**src/rtl/app_axil_cmd.sv**
```systemverilog
// Single-outstanding command to AXI-lite master bridge with response buffer and error counter.
// Optional wait-state timeout is enabled by defining APP_AXIL_TIMEOUT_EN.
module app_axil_cmd #(
  parameter int AXIL_ADDR_WIDTH = 16,
  parameter int AXIL_DATA_WIDTH = 32,
  parameter int AXIL_STRB_WIDTH = AXIL_DATA_WIDTH/8,
  parameter int TIMEOUT_CYCLES  = 1024
) (
  input  logic                       clk,
  input  logic                       rst,

  input  logic                       cmd_valid,
  output logic                       cmd_ready,
  input  logic                       cmd_write,
  input  logic [AXIL_ADDR_WIDTH-1:0] cmd_addr,
  input  logic [AXIL_DATA_WIDTH-1:0] cmd_wdata,
  input  logic [AXIL_STRB_WIDTH-1:0] cmd_wstrb,

  output logic                       rsp_valid,
  input  logic                       rsp_ready,
  output logic                       rsp_write,
  output logic [AXIL_DATA_WIDTH-1:0] rsp_data,
  output logic [1:0]                 rsp_resp,
  output logic                       rsp_timeout,

  output logic [AXIL_ADDR_WIDTH-1:0] m_axil_awaddr,
  output logic [2:0]                 m_axil_awprot,
  output logic                       m_axil_awvalid,
  input  logic                       m_axil_awready,
  output logic [AXIL_DATA_WIDTH-1:0] m_axil_wdata,
  output logic [AXIL_STRB_WIDTH-1:0] m_axil_wstrb,
  output logic                       m_axil_wvalid,
  input  logic                       m_axil_wready,
  input  logic [1:0]                 m_axil_bresp,
  input  logic                       m_axil_bvalid,
  output logic                       m_axil_bready,
  output logic [AXIL_ADDR_WIDTH-1:0] m_axil_araddr,
  output logic [2:0]                 m_axil_arprot,
  output logic                       m_axil_arvalid,
  input  logic                       m_axil_arready,
  input  logic [AXIL_DATA_WIDTH-1:0] m_axil_rdata,
  input  logic [1:0]                 m_axil_rresp,
  input  logic                       m_axil_rvalid,
  output logic                       m_axil_rready,

  output logic [15:0]                err_count,
  output logic                       busy
);

  typedef enum logic [2:0] {IDLE, WR, WR_B, RD_AR, RD_R, RSP} state_t;

  state_t                     state_q, state_d;
  logic [AXIL_ADDR_WIDTH-1:0] addr_q, addr_d;
  logic [AXIL_DATA_WIDTH-1:0] wdata_q, wdata_d;
  logic [AXIL_STRB_WIDTH-1:0] strb_q, strb_d;
  logic                       write_q, write_d;
  logic                       aw_done_q, aw_done_d;
  logic                       w_done_q, w_done_d;
  logic [AXIL_DATA_WIDTH-1:0] rsp_data_q, rsp_data_d;
  logic [1:0]                 rsp_resp_q, rsp_resp_d;
  logic [15:0]                err_q, err_d;

  logic aw_hs, w_hs;

`ifdef APP_AXIL_TIMEOUT_EN
  localparam int TW = $clog2(TIMEOUT_CYCLES + 1);
  logic [TW-1:0] tmo_q, tmo_d;
  logic          rsp_tmo_q, rsp_tmo_d;
  logic          wait_st, tmo_hit;

  assign wait_st = (state_q == WR) || (state_q == WR_B) || (state_q == RD_AR) || (state_q == RD_R);
  assign tmo_hit = wait_st && (tmo_q == TW'(TIMEOUT_CYCLES - 1));
  assign rsp_timeout = rsp_tmo_q;
`else
  logic [31:0] unused_tmo;
  assign unused_tmo  = 32'(TIMEOUT_CYCLES);
  assign rsp_timeout = 1'b0;
`endif

  // Valid/ready are pure decodes of state so reset clears them combinationally.
  assign cmd_ready      = (state_q == IDLE);
  assign busy           = (state_q != IDLE);
  assign m_axil_awvalid = (state_q == WR) && !aw_done_q;
  assign m_axil_wvalid  = (state_q == WR) && !w_done_q;
  assign m_axil_bready  = (state_q == WR_B);
  assign m_axil_arvalid = (state_q == RD_AR);
  assign m_axil_rready  = (state_q == RD_R);
  assign m_axil_awaddr  = addr_q;
  assign m_axil_araddr  = addr_q;
  assign m_axil_wdata   = wdata_q;
  assign m_axil_wstrb   = strb_q;
  assign m_axil_awprot  = 3'b000;
  assign m_axil_arprot  = 3'b000;

  assign rsp_valid = (state_q == RSP);
  assign rsp_write = write_q;
  assign rsp_data  = rsp_data_q;
  assign rsp_resp  = rsp_resp_q;
  assign err_count = err_q;

  assign aw_hs = m_axil_awvalid && m_axil_awready;
  assign w_hs  = m_axil_wvalid && m_axil_wready;

  always_comb begin
    state_d    = state_q;
    addr_d     = addr_q;
    wdata_d    = wdata_q;
    strb_d     = strb_q;
    write_d    = write_q;
    aw_done_d  = aw_done_q;
    w_done_d   = w_done_q;
    rsp_data_d = rsp_data_q;
    rsp_resp_d = rsp_resp_q;
    err_d      = err_q;
`ifdef APP_AXIL_TIMEOUT_EN
    rsp_tmo_d  = rsp_tmo_q;
    tmo_d      = tmo_q;
`endif

    case (state_q)
      IDLE: if (cmd_valid) begin
        addr_d  = cmd_addr;
        wdata_d = cmd_wdata;
        strb_d  = cmd_wstrb;
        write_d = cmd_write;
        state_d = cmd_write ? WR : RD_AR;
      end
      WR: begin
        // AW and W complete independently, in either order or together.
        if (aw_hs) aw_done_d = 1'b1;
        if (w_hs)  w_done_d  = 1'b1;
        if (aw_done_d && w_done_d) begin
          aw_done_d = 1'b0;
          w_done_d  = 1'b0;
          state_d   = WR_B;
        end
      end
      WR_B: if (m_axil_bvalid) begin
        rsp_data_d = '0;
        rsp_resp_d = m_axil_bresp;
`ifdef APP_AXIL_TIMEOUT_EN
        rsp_tmo_d  = 1'b0;
`endif
        state_d    = RSP;
      end
      RD_AR: if (m_axil_arready) state_d = RD_R;
      RD_R: if (m_axil_rvalid) begin
        rsp_data_d = m_axil_rdata;
        rsp_resp_d = m_axil_rresp;
`ifdef APP_AXIL_TIMEOUT_EN
        rsp_tmo_d  = 1'b0;
`endif
        state_d    = RSP;
      end
      RSP: if (rsp_ready) state_d = IDLE;
      default: state_d = IDLE;
    endcase

`ifdef APP_AXIL_TIMEOUT_EN
    // Timeout wins over any handshake landing in the same cycle.
    if (tmo_hit) begin
      state_d    = RSP;
      rsp_data_d = '0;
      rsp_resp_d = 2'b10;
      rsp_tmo_d  = 1'b1;
      aw_done_d  = 1'b0;
      w_done_d   = 1'b0;
    end
    if (state_d != state_q) tmo_d = '0;
    else if (wait_st)       tmo_d = tmo_q + 1'b1;
    else                    tmo_d = '0;
`endif

    if ((state_q != RSP) && (state_d == RSP) && (rsp_resp_d != 2'b00) && (err_q != 16'hFFFF))
      err_d = err_q + 16'd1;
  end

  always_ff @(posedge clk or negedge rst) begin
    if (!rst) begin
      state_q    <= IDLE;
      addr_q     <= '0;
      wdata_q    <= '0;
      strb_q     <= '0;
      write_q    <= 1'b0;
      aw_done_q  <= 1'b0;
      w_done_q   <= 1'b0;
      rsp_data_q <= '0;
      rsp_resp_q <= 2'b00;
      err_q      <= 16'd0;
`ifdef APP_AXIL_TIMEOUT_EN
      rsp_tmo_q  <= 1'b0;
      tmo_q      <= '0;
`endif
    end else begin
      state_q    <= state_d;
      addr_q     <= addr_d;
      wdata_q    <= wdata_d;
      strb_q     <= strb_d;
      write_q    <= write_d;
      aw_done_q  <= aw_done_d;
      w_done_q   <= w_done_d;
      rsp_data_q <= rsp_data_d;
      rsp_resp_q <= rsp_resp_d;
      err_q      <= err_d;
`ifdef APP_AXIL_TIMEOUT_EN
      rsp_tmo_q  <= rsp_tmo_d;
      tmo_q      <= tmo_d;
`endif
    end
  end

endmodule

```
**config.mk**
```make
export PLATFORM = sky130hd
export DESIGN_NAME = app_axil_cmd
export DESIGN_NICKNAME = d
export VERILOG_FILES = /design/src/rtl/app_axil_cmd.sv
export SDC_FILE = /design/constraint.sdc
export NUM_CORES = 1
export LEC_CHECK = 0
export CAP_MARGIN = 30
export CORE_MARGIN = 2
export CORE_UTILIZATION = 40
export DETAILED_ROUTE_END_ITERATION = 8
export PLACE_DENSITY_LB_ADDON = 0.12
export RECOVER_POWER = 50
export SLEW_MARGIN = 20
export SYNTH_ARGS = -nofsm -noshare
export SYNTH_HDL_FRONTEND = slang
export SYNTH_SLANG_ARGS = --single-unit
```
**constraint.sdc**
```tcl
create_clock -name clk -period 2.24 [get_ports clk]
set_clock_uncertainty 0.1 [all_clocks]
set_input_delay 0.448 -clock clk [delete_from_list [all_inputs] [get_ports clk]]
set_output_delay 0.448 -clock clk [all_outputs]
set_load 0.005 [all_outputs]
```
### Word-level counts from Yosys, hierarchy flattened

Cells that the tools add are included.

| operators by class | value |
|---|---|
| equal/unequal tests | 10 |
| reduce and logical (&&, ||, !) cells | 16 |
| add/subtract/negate cells | 1 |
| multiplexer cells | 20 |

Operators by type and width:

| operator | number |
|---|---|
| 32-bit two-way mux | 2 |
| 32-bit one-hot mux with 2 select lines | 1 |
| 3-bit two-way mux | 6 |
| 3-bit one-hot mux with 6 select lines | 1 |
| 16-bit by 1-bit adder with 16-bit output, second input constant | 1 |
| 16-bit inequality test, second input constant | 1 |
| 3-bit equality test, second input constant | 3 |
| 1-bit logical AND | 8 |
| 3-bit by 2-bit equality test with 1-bit output, second input constant | 2 |
| 1-bit two-way mux | 6 |
| 2-bit two-way mux | 3 |
| 2-bit inequality test, second input constant | 2 |
| 2-bit one-hot mux with 2 select lines | 1 |
| 2-bit nonzero test | 2 |
| 3-bit by 1-bit equality test with 1-bit output, second input constant | 1 |
| 3-bit logical NOT | 1 |
| 3-bit inequality test, second input constant | 1 |
| 3-bit AND reduction | 1 |
| 3-bit nonzero test | 1 |
| 1-bit logical NOT | 2 |
| 2-bit AND reduction | 1 |

| word-level totals | value |
|---|---|
| output and inout port bits | 134 |
| bits of input ports | 98 |
| logic and storage cells | 57 |
| register bits after elaboration | 108 |

### Logic depth before layout (Yosys ltp)

| depth | value |
|---|---|
| depth in word-level cells | 12 |
| depth in mapped cells | 7 |
| gate-level depth less buffers | 5 |

### Worst setup path before layout

Ideal clock, no wire load.

| timing path | value |
|---|---|
| path type | reg-to-reg |
| start point | reg state_q[1] |
| end point | reg wdata_q[1], in the netlist m_axil_wdata[1] |
| data required time | 2.015 ns |
| library setup time | 0.125 ns |
| arrival | 1.567 ns |
| cell stages (with the launch flop) | 7 |
| period minus slack after synthesis | 1.792 ns |
| slack | 0.448 ns |
| buffers on the path | 3 |
| path through | dfrtp_1 > buf_4 > nor3_2 > and2_1 > buf_2 > buf_4 > mux2_2 |

| on the way | value |
|---|---|
| cells in the longest elaborated chain, start to end | 2 |

RTL lines:

| what | line | text |
|---|---|---|
| start, declared | 52 | `state_t state_q, state_d;` |
| start signal, assigned | 195 | `state_q <= state_d;` |
| 3-bit logical NOT | -- |  |
| net cmd_ready | 13 | `output logic cmd_ready,` |
| 2-bit AND reduction (no line) | -- |  |
| end signal, assigned | 197 | `wdata_q <= wdata_d;` |
| end, declared | 54 | `logic [AXIL_DATA_WIDTH-1:0] wdata_q, wdata_d;` |

The timed path passes the listed nets, and every way through them passes these cells.
A chain may end at the register's enable or synchronous reset.

### Worst setup path after layout

| timing path | value |
|---|---|
| start point | in m_axil_bvalid |
| end point | reg state_q[0] |

| on the way | value |
|---|---|
| cells in the longest elaborated chain, start to end | 2 |

RTL lines:

| what | line | text |
|---|---|---|
| start, declared | 35 | `input logic m_axil_bvalid,` |
| 3-bit two-way mux | 138 | `WR_B: if (m_axil_bvalid) begin` |
| 3-bit one-hot mux with 6 select lines | 120 | `case (state_q)` |
| net state_d[0] | 52 |  |

The timed path passes the listed nets, and every way through them passes these cells.

==> qor.yml <==
fin_setup_tns_ns: 0
maxSlewViolCount: 0
via_per_inst: 4.88
post-route-drc-count: 0
critPathMaxFanout: 65
p_switching_mw: 2.62
setup_viol: 0
path_clk_slew_ns: 0.06
crit_buf_inv: 3
clkPwrFrac_pct: 17.8
core_area_um2: 11500
static-leakage-power_nw: 3.17
num_antenna_cells: 0
crit_top_cell: "clkbuf_4"
min_to: "rsp_data[1]"
rsz0062_at_grt: "false"
hpwl_um: 9210
synth_area_leader_cell: "dfrtp_1"
ys_seq_area_share_pct: 57.3
synth_warnings: 0
worstHoldStart: "rsp_data[1]"
reg2regPathDepth: 6
slew_headroom_pct: 39.6
path_delay_family: "buffers and inverters"
stdcell_count: 761
holdCritPathClass: "register to register"
gp_congestion: 0.808
final.period_utilization_pct: 92.7
place.port_buffers: 224
peakVddDrop_v: 0.000695
grt_use_total_pct: 19.7
nFillCells: 955
maxCapViolCount: 0
status: "completed"
wirelength_um: 12200
p_seq_share_pct: 36.9
antenna_found_initial: 0
grt_start_max_net_pins: 66
setup.worst_path.class: "input pin to register"
cp.required_ns: 2.31
synth-main-ff-cell: "dfrtp_1"
layout-drive-gt1-share_pct: 15.2
syn_to_final_growth_pct: 54.7
crit_slowest_cell: "dlygate4sd3_1"
synth_cell_types: 43
ys_ff_latch: 108
num_rows: 39
avgSynthCellArea_um2: 11.8
synth_top_area_share_pct: 57.3
hold_violations: 0
cts_root_buf: "clkbuf_16"
reg2reg_from: "state_q[0]"
die_w_um: 113
die_y_um: 113
slowest_delay_ns: 0.56
swShare_pct: 29.8
route.vias.total: 3714
power_density_nw_per_um2: 1210
wl_per_cell_um: 16.0
synth_area_leaders: "dfrtp_1, mux2_2, nand2_1"
crit_arrival_ns: 2.14
intPower_mw: 6.19
holdPathStages: 2
clock-sinks: 108
die_area_um2: 12700
grt_overflow: 0
grt_pass1_wl_um: 19700
syn-cell-area_um2: 4720
initial_core_util_pct: 41.2
cts_buffer_depth: 2
async_flop_share_pct: 100
syn_inst: 400
fin_crit_ns: 2.08
max_freq_mhz: 482
grt_pass1_vias: 3794
drtIter0Drc: 193
stdcell_area_um2: 7300
r2r_end: "err_count[14]"
crit_path_start_kind: "input pin"
cts_tree: "built"
worstMarginPinSlew_ns: 0.905
synth_edf_count: 0
fin_util_pct: 63.7
cp_cell_sequence: "dlygate4sd3_1, clkbuf_4, nand3b_1, a21o_1, clkbuf_4, o211ai_1"
combPwrFrac_pct: 45.3
dr.pass1.iters: 4
ant_nets: 0
clk_latency_ns: 0.34
cts_made_buffers: 9
ios: 232
reg2reg_slack_ns: 0.18
htreeDepth: 3
timing.hold.ws_ns: 0.378
place_inst: 742
end_kind: "register"
place_area_um2: 7020
nets: 713
[what timing repair did]
item                                    in CTS  in global routing
hold buffers                                 1                  0
setup buffers                                3                  0
endpoints found under the setup margin       7                  2
gates resized for setup                     10                  2
endpoints found under the hold margin        6                  0
[cells in the mapped netlist (all sizes together), types with 3 or more instances]
library cell	n
nor2	6
clkbuf	9
or2	3
inv	5
o21ai	34
mux2	55
nor3b	3
nand3	5
nor3	6
a21oi	4
nand2	72
dfrtp	108
xor2	14
nand4	3
nor4	7
buf	36
nand2b	4
[cells in the final DEF (no fill, tap or decap), types with 5 or more instances in the layout]
cell type | Yosys | final
inv_1 | 5 | 5
mux2_2 | 50 | 50
xor2_1 | 14 | 14
clkbuf_16 | 0 | 9
clkdlybuf4s50_1 | 0 | 187
o21ai_0 | 34 | 34
conb_1 | 1 | 7
nand2_1 | 72 | 72
dfrtp_1 | 108 | 108
buf_4 | 30 | 8
mux2_1 | 5 | 5
nor2_1 | 6 | 6
clkbuf_1 | 9 | 6
dlygate4sd3_1 | 0 | 29
dlygate4sd2_1 | 0 | 6
nand3_1 | 5 | 5
[how the worst max path moves through the flow]
| stage | startpoint | end | slack, ns | cells past startpoint |
|---|---|---|---|---|
| CTS | state_q[2] | m_axil_bready | 0.03 | 4 |
| global placement | m_axil_bvalid | err_count[14] | 0.03 | 5 |
| global route | state_q[1] | m_axil_wvalid | 0.04 | 4 |
| finish | m_axil_bvalid | state_q[0] | 0.16 | 6 |
| detailed placement | m_axil_rvalid | err_count[14] | -0.05 | 5 |
| floorplan | state_q[1] | m_axil_wdata[1] | 0.45 | 6 |
[sequential cells by signal (all words and copies together), names as in the netlist]
name           count
state_q            3
err_count         16
m_axil_wdata      32
m_axil_wstrb       4
rsp_data          32
rsp_write          1
rsp_resp           2
m_axil_araddr     16
aw_done_q          1
w_done_q           1
[power groups by stage]
| stage | clock network [mW] | registers (mW) | logic, mW |
|---|---|---|---|
| floorplan | 0 | 3.30 | 1.73 |
| global placement | 0 | 3.26 | 4.06 |
| finish | 1.57 | 3.25 | 3.99 |
| global route | 1.71 | 3.39 | 4.33 |
| detailed placement | 0 | 3.32 | 4.13 |
| CTS | 1.61 | 3.28 | 4.19 |
[kinds of logic after synthesis]
logic type,Yosys count,share of synthesized area [%]
AO/OA/AOI/OAI,47,5.83
XOR/XNOR,14,2.60
adder cells (fa/ha/maj),1,0.265
buffers and inverters,50,6.79
flip-flops,108,57.3
multiplexers,56,13.3
other,1,0.0795
AND/OR/NAND/NOR,123,13.8
[stage by stage]
stage                     power (mW)  setup WS, ns
after detailed placement        7.45       -0.0501
after global routing            9.42        0.0434
after CTS                       9.09        0.0251
after global placement          7.32        0.0301
after floorplan                 5.03         0.448
final                           8.81         0.164
[worst reg2reg max path: stages (launching register included)]
cell,delay (ns)
dfrtp_1,0.39
clkbuf_1,0.13
buf_4,0.16
and4bb_2,0.36
a22oi_4,0.09
nor4b_1,0.35
mux2_2,0.38
[routing by layer]
layer / global-route usage [%] / vias to the layer above / part of all wire [%]
li1: - / 1762 / -
met1: 23.9 / 1771 / 40
met2: 33.2 / 154 / 50
met3: 4.91 / 27 / 6.7
met4: 8.86 / 0 / 3.0
met5: 0 / - / 0
[area by class of cell]
type / instances / area [um^2] / share of cell area (%)
flip-flops and latches: 108 / 2700 / 37.0
repair buffers: 242 / 2370 / 32.4
multi-input cells: 248 / 1740 / 23.8
clock buffers: 12 / 246 / 3.38
well taps: 143 / 179 / 2.45
clock inverters: 3 / 47.5 / 0.651
inverters: 5 / 18.8 / 0.257
Note: power is estimated with default switching activity, not from simulation.
